$ cat src/rtl/perf_monitor_if.sv
//------------------------------------------------------------------------------
// Module      : perf_monitor_if
// Description : Retire/stall observation bus and counter readout port of the
//               performance monitor.
// Revision    : 1.0 - initial release
//------------------------------------------------------------------------------
`default_nettype none

interface perf_monitor_if #(
    parameter int CNT_W         = 32,
    parameter int CLASS_W       = 2,
    parameter int NUM_STALL_SRC = 2,
    parameter int SEL_W         = 4
);
    logic                     retire_valid;
    logic [CLASS_W-1:0]       retire_class;
    logic [31:0]              retire_inst;
    logic [NUM_STALL_SRC-1:0] stall_vec;
    logic                     rd_req;
    logic [SEL_W-1:0]         rd_sel;
    logic                     rd_ack;
    logic [CNT_W-1:0]         rd_data;

    modport master (
        output retire_valid, retire_class, retire_inst, stall_vec, rd_req, rd_sel,
        input  rd_ack, rd_data
    );

    modport slave (
        input  retire_valid, retire_class, retire_inst, stall_vec, rd_req, rd_sel,
        output rd_ack, rd_data
    );
endinterface

`default_nettype wire

$ cat src/rtl/perf_monitor_unit.sv
//------------------------------------------------------------------------------
// Module      : perf_monitor_unit
// Description : Pipeline performance monitor: per-class retire, per-source
//               stall and active-cycle counters, HALT drain, registered readout.
//               Define PERF_SATURATE_EN for saturating counters.
// Revision    : 1.0 - initial release
//------------------------------------------------------------------------------
`default_nettype none

module perf_monitor_unit #(
    parameter int         CNT_W         = 32,
    parameter int         NUM_CLASSES   = 4,
    parameter int         CLASS_W       = 2,
    parameter int         NUM_STALL_SRC = 2,
    parameter logic [5:0] HALT_OPCODE   = 6'b010001,
    parameter int         DRAIN_CYCLES  = 6,
    parameter int         SEL_W         = 4
) (
    input  wire            clk,
    input  wire            reset,
    input  wire            start,
    perf_monitor_if.slave  bus,
    output logic           running,
    output logic           halted,
    output logic           ovf
);

    localparam logic [CNT_W-1:0] C_ALL_ONES   = '1;
    localparam logic [CNT_W-1:0] C_ONE        = CNT_W'(1);
    localparam int               C_DRAIN_W    = (DRAIN_CYCLES > 1) ? $clog2(DRAIN_CYCLES) : 1;
    localparam logic [C_DRAIN_W-1:0] C_DRAIN_LAST =
        C_DRAIN_W'((DRAIN_CYCLES > 0) ? DRAIN_CYCLES - 1 : 0);
`ifdef PERF_SATURATE_EN
    localparam int               C_SUM_W      = CNT_W + $clog2(NUM_CLASSES + 1);
`else
    localparam int               C_SUM_W      = CNT_W;
`endif

    typedef enum logic [1:0] {
        ST_IDLE   = 2'd0,
        ST_RUN    = 2'd1,
        ST_DRAIN  = 2'd2,
        ST_HALTED = 2'd3
    } state_t;

    state_t                 r_state;
    state_t                 w_next_state;
    logic [CNT_W-1:0]       r_class_cnt [NUM_CLASSES];
    logic [CNT_W-1:0]       r_stall_cnt [NUM_STALL_SRC];
    logic [CNT_W-1:0]       r_cycle_cnt;
    logic [C_DRAIN_W-1:0]   r_drain_cnt;
    logic                   r_ovf;
    logic                   r_rd_ack;
    logic [CNT_W-1:0]       r_rd_data;

    logic [CNT_W-1:0]       w_class_nxt [NUM_CLASSES];
    logic [CNT_W-1:0]       w_stall_nxt [NUM_STALL_SRC];
    logic [CNT_W-1:0]       w_cycle_nxt;
    logic                   w_hit_max;
    logic [C_SUM_W-1:0]     w_sum_wide;
    logic [CNT_W-1:0]       w_total;
    logic [CNT_W-1:0]       w_rd_val;
    logic                   w_is_halt;
    logic                   w_clear;
    logic                   w_count;
    logic                   w_class_hit;
    logic                   w_unused_inst_bits;

    function automatic logic [CNT_W-1:0] f_inc(input logic [CNT_W-1:0] v);
`ifdef PERF_SATURATE_EN
        f_inc = (v == C_ALL_ONES) ? v : v + C_ONE;
`else
        f_inc = v + C_ONE;
`endif
    endfunction

    assign w_is_halt   = bus.retire_valid && (bus.retire_inst[31:26] == HALT_OPCODE);
    assign w_clear     = start && ((r_state == ST_IDLE) || (r_state == ST_HALTED));
    assign w_count     = (r_state == ST_RUN) || (r_state == ST_DRAIN);
    assign w_class_hit = bus.retire_valid && (r_state == ST_RUN) &&
                         (int'(bus.retire_class) < NUM_CLASSES);
    assign w_unused_inst_bits = ^bus.retire_inst[25:0];

    always_comb begin
        w_next_state = r_state;
        case (r_state)
            ST_IDLE:   if (start) w_next_state = ST_RUN;
            ST_RUN:    if (w_is_halt) w_next_state = (DRAIN_CYCLES == 0) ? ST_HALTED : ST_DRAIN;
            ST_DRAIN:  if (r_drain_cnt == C_DRAIN_LAST) w_next_state = ST_HALTED;
            ST_HALTED: if (start) w_next_state = ST_RUN;
            default:   w_next_state = ST_IDLE;
        endcase
    end

    // Next counter values; w_hit_max flags any counter landing on all-ones.
    always_comb begin
        w_cycle_nxt = r_cycle_cnt;
        w_hit_max   = 1'b0;
        for (int i = 0; i < NUM_CLASSES; i++) w_class_nxt[i] = r_class_cnt[i];
        for (int i = 0; i < NUM_STALL_SRC; i++) w_stall_nxt[i] = r_stall_cnt[i];
        if (w_count) begin
            w_cycle_nxt = f_inc(r_cycle_cnt);
            w_hit_max   = w_hit_max | (w_cycle_nxt == C_ALL_ONES);
            for (int i = 0; i < NUM_STALL_SRC; i++) begin
                if (bus.stall_vec[i]) begin
                    w_stall_nxt[i] = f_inc(r_stall_cnt[i]);
                    w_hit_max      = w_hit_max | (w_stall_nxt[i] == C_ALL_ONES);
                end
            end
        end
        if (w_class_hit) begin
            for (int i = 0; i < NUM_CLASSES; i++) begin
                if (int'(bus.retire_class) == i) begin
                    w_class_nxt[i] = f_inc(r_class_cnt[i]);
                    w_hit_max      = w_hit_max | (w_class_nxt[i] == C_ALL_ONES);
                end
            end
        end
    end

    always_comb begin
        w_sum_wide = '0;
        for (int i = 0; i < NUM_CLASSES; i++) begin
            w_sum_wide = w_sum_wide + C_SUM_W'(r_class_cnt[i]);
        end
`ifdef PERF_SATURATE_EN
        w_total = (w_sum_wide > C_SUM_W'(C_ALL_ONES)) ? C_ALL_ONES : w_sum_wide[CNT_W-1:0];
`else
        w_total = w_sum_wide;
`endif
    end

    always_comb begin
        w_rd_val = '0;
        for (int i = 0; i < NUM_CLASSES; i++) begin
            if (int'(bus.rd_sel) == i) w_rd_val = r_class_cnt[i];
        end
        for (int i = 0; i < NUM_STALL_SRC; i++) begin
            if (int'(bus.rd_sel) == NUM_CLASSES + i) w_rd_val = r_stall_cnt[i];
        end
        if (int'(bus.rd_sel) == NUM_CLASSES + NUM_STALL_SRC)     w_rd_val = r_cycle_cnt;
        if (int'(bus.rd_sel) == NUM_CLASSES + NUM_STALL_SRC + 1) w_rd_val = w_total;
    end

    always_ff @(posedge clk or negedge reset) begin
        if (!reset) begin
            r_state     <= ST_IDLE;
            r_cycle_cnt <= '0;
            r_drain_cnt <= '0;
            r_ovf       <= 1'b0;
            for (int i = 0; i < NUM_CLASSES; i++) r_class_cnt[i] <= '0;
            for (int i = 0; i < NUM_STALL_SRC; i++) r_stall_cnt[i] <= '0;
        end else begin
            r_state <= w_next_state;
            if (w_clear) begin
                r_cycle_cnt <= '0;
                r_drain_cnt <= '0;
                r_ovf       <= 1'b0;
                for (int i = 0; i < NUM_CLASSES; i++) r_class_cnt[i] <= '0;
                for (int i = 0; i < NUM_STALL_SRC; i++) r_stall_cnt[i] <= '0;
            end else begin
                r_cycle_cnt <= w_cycle_nxt;
                for (int i = 0; i < NUM_CLASSES; i++) r_class_cnt[i] <= w_class_nxt[i];
                for (int i = 0; i < NUM_STALL_SRC; i++) r_stall_cnt[i] <= w_stall_nxt[i];
                if (w_hit_max) r_ovf <= 1'b1;
                if ((r_state == ST_RUN) && w_is_halt) begin
                    r_drain_cnt <= '0;
                end else if (r_state == ST_DRAIN) begin
                    r_drain_cnt <= r_drain_cnt + C_DRAIN_W'(1);
                end
            end
        end
    end

    // Readout: data captured only on a request, so it holds between acks.
    always_ff @(posedge clk or negedge reset) begin
        if (!reset) begin
            r_rd_ack  <= 1'b0;
            r_rd_data <= '0;
        end else begin
            r_rd_ack <= bus.rd_req;
            if (bus.rd_req) r_rd_data <= w_rd_val;
        end
    end

    assign bus.rd_ack  = r_rd_ack;
    assign bus.rd_data = r_rd_data;
    assign running     = w_count;
    assign halted      = (r_state == ST_HALTED);
    assign ovf         = r_ovf;

endmodule

`default_nettype wire

$ cat src/flat_wrapper.sv
// flat-port wrapper written by rule: the top's interface ports become plain ports
module perf_monitor_unit_flat 
#(
    parameter int         CNT_W         = 32,
    parameter int         NUM_CLASSES   = 4,
    parameter int         CLASS_W       = 2,
    parameter int         NUM_STALL_SRC = 2,
    parameter logic [5:0] HALT_OPCODE   = 6'b010001,
    parameter int         DRAIN_CYCLES  = 6,
    parameter int         SEL_W         = 4
)
  (clk, reset, start, running, halted, ovf, bus_retire_valid, bus_retire_class, bus_retire_inst, bus_stall_vec, bus_rd_req, bus_rd_sel, bus_rd_ack, bus_rd_data);
  perf_monitor_if #(.CNT_W(CNT_W), .CLASS_W(CLASS_W), .NUM_STALL_SRC(NUM_STALL_SRC), .SEL_W(SEL_W)) bus_i ();
  input  wire clk;
  input  wire reset;
  input  wire start;
  output logic running;
  output logic halted;
  output logic ovf;
  input wire logic [$bits(bus_i.retire_valid)-1:0] bus_retire_valid;
  input wire logic [$bits(bus_i.retire_class)-1:0] bus_retire_class;
  input wire logic [$bits(bus_i.retire_inst)-1:0] bus_retire_inst;
  input wire logic [$bits(bus_i.stall_vec)-1:0] bus_stall_vec;
  input wire logic [$bits(bus_i.rd_req)-1:0] bus_rd_req;
  input wire logic [$bits(bus_i.rd_sel)-1:0] bus_rd_sel;
  output wire logic [$bits(bus_i.rd_ack)-1:0] bus_rd_ack;
  output wire logic [$bits(bus_i.rd_data)-1:0] bus_rd_data;
  assign bus_i.retire_valid = bus_retire_valid;
  assign bus_i.retire_class = bus_retire_class;
  assign bus_i.retire_inst = bus_retire_inst;
  assign bus_i.stall_vec = bus_stall_vec;
  assign bus_i.rd_req = bus_rd_req;
  assign bus_i.rd_sel = bus_rd_sel;
  assign bus_rd_ack = bus_i.rd_ack;
  assign bus_rd_data = bus_i.rd_data;
  perf_monitor_unit #(.CNT_W(CNT_W), .NUM_CLASSES(NUM_CLASSES), .CLASS_W(CLASS_W), .NUM_STALL_SRC(NUM_STALL_SRC), .HALT_OPCODE(HALT_OPCODE), .DRAIN_CYCLES(DRAIN_CYCLES), .SEL_W(SEL_W)) u_core (.clk(clk), .reset(reset), .start(start), .bus(bus_i), .running(running), .halted(halted), .ovf(ovf));
endmodule
$ cat config.mk
export PLATFORM = sky130hd
export DESIGN_NAME = perf_monitor_unit_flat
export DESIGN_NICKNAME = d
export VERILOG_FILES = /design/src/rtl/perf_monitor_if.sv /design/src/rtl/perf_monitor_unit.sv /design/src/flat_wrapper.sv
export SDC_FILE = /design/constraint.sdc
export NUM_CORES = 1
export LEC_CHECK = 0
export ABC_CLOCK_PERIOD_IN_PS = 5000
export BUFFER_PORTS_ARGS = -buffer_cell sky130_fd_sc_hd__buf_4
export CAP_MARGIN = 40
export CORE_MARGIN = 3
export CORE_UTILIZATION = 50
export DETAILED_ROUTE_END_ITERATION = 8
export GPL_ROUTABILITY_DRIVEN = 0
export PLACE_DENSITY = 0.78
export SLEW_MARGIN = 20
export SYNTH_ARGS = -nofsm -noshare
export SYNTH_HDL_FRONTEND = slang
export SYNTH_SLANG_ARGS = --single-unit
$ cat constraint.sdc
create_clock -name clk -period 5 [get_ports clk]
set_input_delay 0.75 -clock clk [delete_from_list [all_inputs] [get_ports clk]]
set_output_delay 0.75 -clock clk [all_outputs]
set_load 0.005 [all_outputs]
==> implementation parameters <==
Parameter                              Value

Routing
  Amount of wire on met3 after detailed routing    approximately 7900 µm
  Top routing layer in use    met4
  Number of DRC markers after the initial detailed-route iteration    around 3200
  Wire length on met1    ~25000 µm
  Total number of vias    approximately 20000
  Avg WL per Cell    between 20 and 25 µm
  Vias per cell    6.77
  Post-detailed-route count of antenna-violating nets    0
  Total routed wirelength    approximately 67000 µm
  DR DRC count    3
  Total length of routed met2 wires    29200 µm
  Iteration count of the initial detailed-routing pass    9

Power and ir drop
  Part of the total power dissipated in the clock network    0.395
  Power density cells    roughly 270 nW/µm²
  Register share of total power    0.397
  Static Leak    roughly 9.2 nW
  Switching pwr    between 2 and 2.5 mW
  Logic gate share of total power    0.208
  Internal    4.00 mW
  Maximum vdd ir drop    about 0.23 mV
  Post-route total power    ~6.0 mW
  Net switching share of the total power    0.334

Clock tree
  Depth of the CTS H-tree    1
  Post-CTS Setup Inserts    0
  Clock tree from TritonCTS    built
  Hold-fix buffer count after cts    0
  Master cell of the clock root buffer    sky130_fd_sc_hd__clkbuf_16
  Insertion delay of the later-clocked pin in the worst-skew pair    roughly 0.6 ns
  Clock transition at the registers of the reported paths    0.06 ns
  Num CTS Buffers    31
  Clk buf depth    3
  Cts repair resizes    0
  Clock sink total    between 200 and 300

STA
  Aggregate negative setup slack    0 ns
  Setup clock skew after layout    between 0.01 and 0.015 ns
  Setup repair after global routing missed its margin    false
  Final Hold Violating Endpoints    0
  Worst-case headroom to the max-slew limit    0.351
  Hold Slack    about 0.22 ns
  Final critical-path share of the clock period    0.897
  Final worst-path setup slack    approximately 0.5 ns
  Final Setup Violations    0
  Post-route minimum period    roughly 4.5 ns
  Final Slew Violations    0
  Fmax    approximately 220 MHz
  Transition at the pin with the smallest max-transition slack    about 1 ns

Die
  Number of primary I/O pins    between 80 and 90
  Area of the placeable core    around 40000 µm²
  Die area    42500 µm²
  Floorplan row count    between 70 and 80
  Effective utilization at floorplan    0.512
  Die boundary width    about 210 µm
  DIE HEIGHT    between 200 and 250 µm

Logic synthesis
  Gate Count Post-Synth    2372
  Count of distinct cell types in the synthesized netlist    97
  Netlist area before placement    20000 µm²
  Number of synthesized flops with an enable pin    0
  Synthesized area per cell    8.45 µm²
  Total nets after synthesis    2529
  Sequential fraction of the synthesis area    0.329
  Most instantiated flip-flop cell in the synthesis netlist    sky130_fd_sc_hd__dfrtp_1
  Async S/R FF share, synth    1.00
  Flip-flop and latch count after synthesis    263
  Synth Warn #    0

Global route
  Global-route wire length before repair    103000 µm
  Maximum number of pins on one net before global-route repair    roughly 120
  Antenna violations before repair    0
  GR Util All Layers    0.311
  Number of global-route vias before repair    18300
  Gr ovfl total    0

Cells and area
  FF+latch area    between 6000 and 7000 µm²
  Ratio of cells with drive above 1 in the final layout    0.0975
  Area of the multi-input gates    about 13000 µm²
  Non-filler instance count after layout    2898
  Fill cell instance count of the final layout    ~3500
  Antenna diodes    0
  Layout Area Growth over Synthesis    9.53%
  # nets final    2513

Setup path
  Maximum fanout encountered on the critical timing path    9
  CP endpoint kind    flop
  Critical R2R Capture    u_core.bus.rd_data[27]
  Worst Reg2Reg Path Length in Cells    14
  Category of the critical setup timing path    reg -> reg
  Reg2Reg Setup Slack    between 0.5 and 0.6 ns
  Startpoint type of the worst setup path    flop
  Required time at the worst-slack endpoint    approximately 5.4 ns
  Worst Path Arrival    slightly below 5 ns
  Critical R2R Launch    u_core.r_class_cnt[32]

Flow run
  Max-cap violations    0

Place
  Worst slack after detailed placement    roughly 0.63 ns
  DPL Wire Length    around 49000 µm
  Number of I/O port buffers    54
  Placed Cells incl. Taps    2839

Hold path
  Kind of path behind the tightest hold check    in -> async

Run status
  Violations in the final reports    design-rule violations
  Outcome    finished, violations left
how the worst max path moves through the flow:
stage,to,cells after the start,from
3_5_place_dp,u_core.bus.rd_data[27],14,u_core.r_class_cnt[32]
6_report,u_core.bus.rd_data[27],14,u_core.r_class_cnt[32]
3_3_place_gp,u_core.bus.rd_data[27],14,u_core.r_class_cnt[32]
4_1_cts,u_core.bus.rd_data[27],14,u_core.r_class_cnt[32]
5_1_grt,u_core.bus.rd_data[27],14,u_core.r_class_cnt[32]
2_1_floorplan,u_core.bus.rd_data[27],14,u_core.r_class_cnt[1]
cells in the final DEF (no fill, tap or decap), drive strengths merged, types with 11 or more instances in the layout:
master	Yosys	layout
o31ai	31	31
o41ai	11	11
and4	16	16
ha	50	50
nand2b	20	20
a222oi	28	28
a221oi	26	26
a21o	17	17
a21oi	132	132
nand4b	13	13
buf	45	116
or3	24	24
nand2	219	219
o21ai	189	189
a31oi	51	51
xnor2	71	71
fa	62	62
nor2	288	288
nor4	30	30
and3	40	40
nand3b	12	12
nand3	138	138
nand4	84	84
xor2	118	118
dfrtp	263	263
nor3	38	38
inv	34	35
o21a	12	12
a211oi	12	12
a22oi	21	21
o211ai	17	17
clkbuf	121	38
and2	27	27
routing by layer:
layer	vias up	global-route usage
met5	-	0
met4	0	0.169
met3	279	0.0594
met2	1371	0.485
met1	9354	0.409
li1	8609	-
state kept, by name (all words and copies together), names as in the netlist:
| name | cells |
|---|---|
| u_core.r_stall_cnt | 64 |
| u_core.bus.rd_data | 32 |
| u_core.ovf | 1 |
| u_core.r_cycle_cnt | 32 |
| u_core.r_drain_cnt | 3 |
| u_core.r_state | 2 |
| u_core.bus.rd_ack | 1 |
| u_core.r_class_cnt | 128 |
area by class of cell:
type / instances / area share
Multi-Input combinational cell: 1909 / 0.575
Sequential cell: 263 / 0.300
Timing Repair Buffer: 117 / 0.0412
Clock buffer: 37 / 0.0378
Tap cell: 518 / 0.0295
Clock inverter: 20 / 0.0103
Inverter: 34 / 0.00582
Yosys cell counts, drive strengths merged (27+ instances only):
library cell  count  share of area
nor4             30          0.014
nand2           219          0.042
and3             40          0.013
and2             27         0.0085
nor2            288          0.054
inv              34         0.0064
nand4            84          0.028
nand3           138          0.036
a222oi           28          0.014
fa               62          0.062
a21oi           132          0.033
a31oi            51          0.016
xor2            118          0.052
o21ai           189          0.047
nor3             38          0.010
ha               50          0.031
dfrtp           263           0.33
buf              45          0.012
xnor2            71          0.031
o31ai            31          0.012
clkbuf          121          0.024
cells by family after synthesis:
| family | count (synthesis) | synth area share |
|---|---|---|
| mux | 11 | 0.00568 |
| fa+ha+maj | 112 | 0.0932 |
| buf+inv | 200 | 0.0428 |
| simple gates | 995 | 0.256 |
| xor+xnor | 189 | 0.0826 |
| compound gates | 602 | 0.192 |
| flops | 263 | 0.329 |
per-stage QoR:
stage | util | instance area, µm²
6_report | 0.561 | 21900
5_1_grt | 0.561 | 21900
4_1_cts | 0.561 | 21900
3_5_place_dp | 0.534 | 20900
3_3_place_gp | 0.533 | 20800
2_1_floorplan | - | 20000
critical path, stage by stage, from the launching register on:
cell                        delay (ns)
sky130_fd_sc_hd__dfrtp_1          0.53
sky130_fd_sc_hd__fa_1             0.48
sky130_fd_sc_hd__fa_1             0.52
sky130_fd_sc_hd__ha_1             0.21
sky130_fd_sc_hd__inv_1            0.07
sky130_fd_sc_hd__fa_1             0.41
sky130_fd_sc_hd__nor2b_1          0.21
sky130_fd_sc_hd__o2111ai_1        0.19
sky130_fd_sc_hd__a211o_1          0.37
sky130_fd_sc_hd__a32oi_1          0.43
sky130_fd_sc_hd__o22ai_1          0.19
sky130_fd_sc_hd__o21ai_0          0.23
sky130_fd_sc_hd__xor2_1           0.10
sky130_fd_sc_hd__a221oi_1         0.29
sky130_fd_sc_hd__a21oi_1          0.10
power by group through the flow:
| stage | logic (mW) | clock network, mW | registers, mW |
|---|---|---|---|
| 6_report | 1.25 | 2.37 | 2.38 |
| 5_1_grt | 1.37 | 2.49 | 2.39 |
| 4_1_cts | 1.23 | 2.40 | 2.38 |
| 3_5_place_dp | 1.22 | 0 | 2.42 |
| 3_3_place_gp | 1.17 | 0 | 2.41 |
| 2_1_floorplan | 0.828 | 0 | 2.34 |
Power figures use the tool's default switching activity.
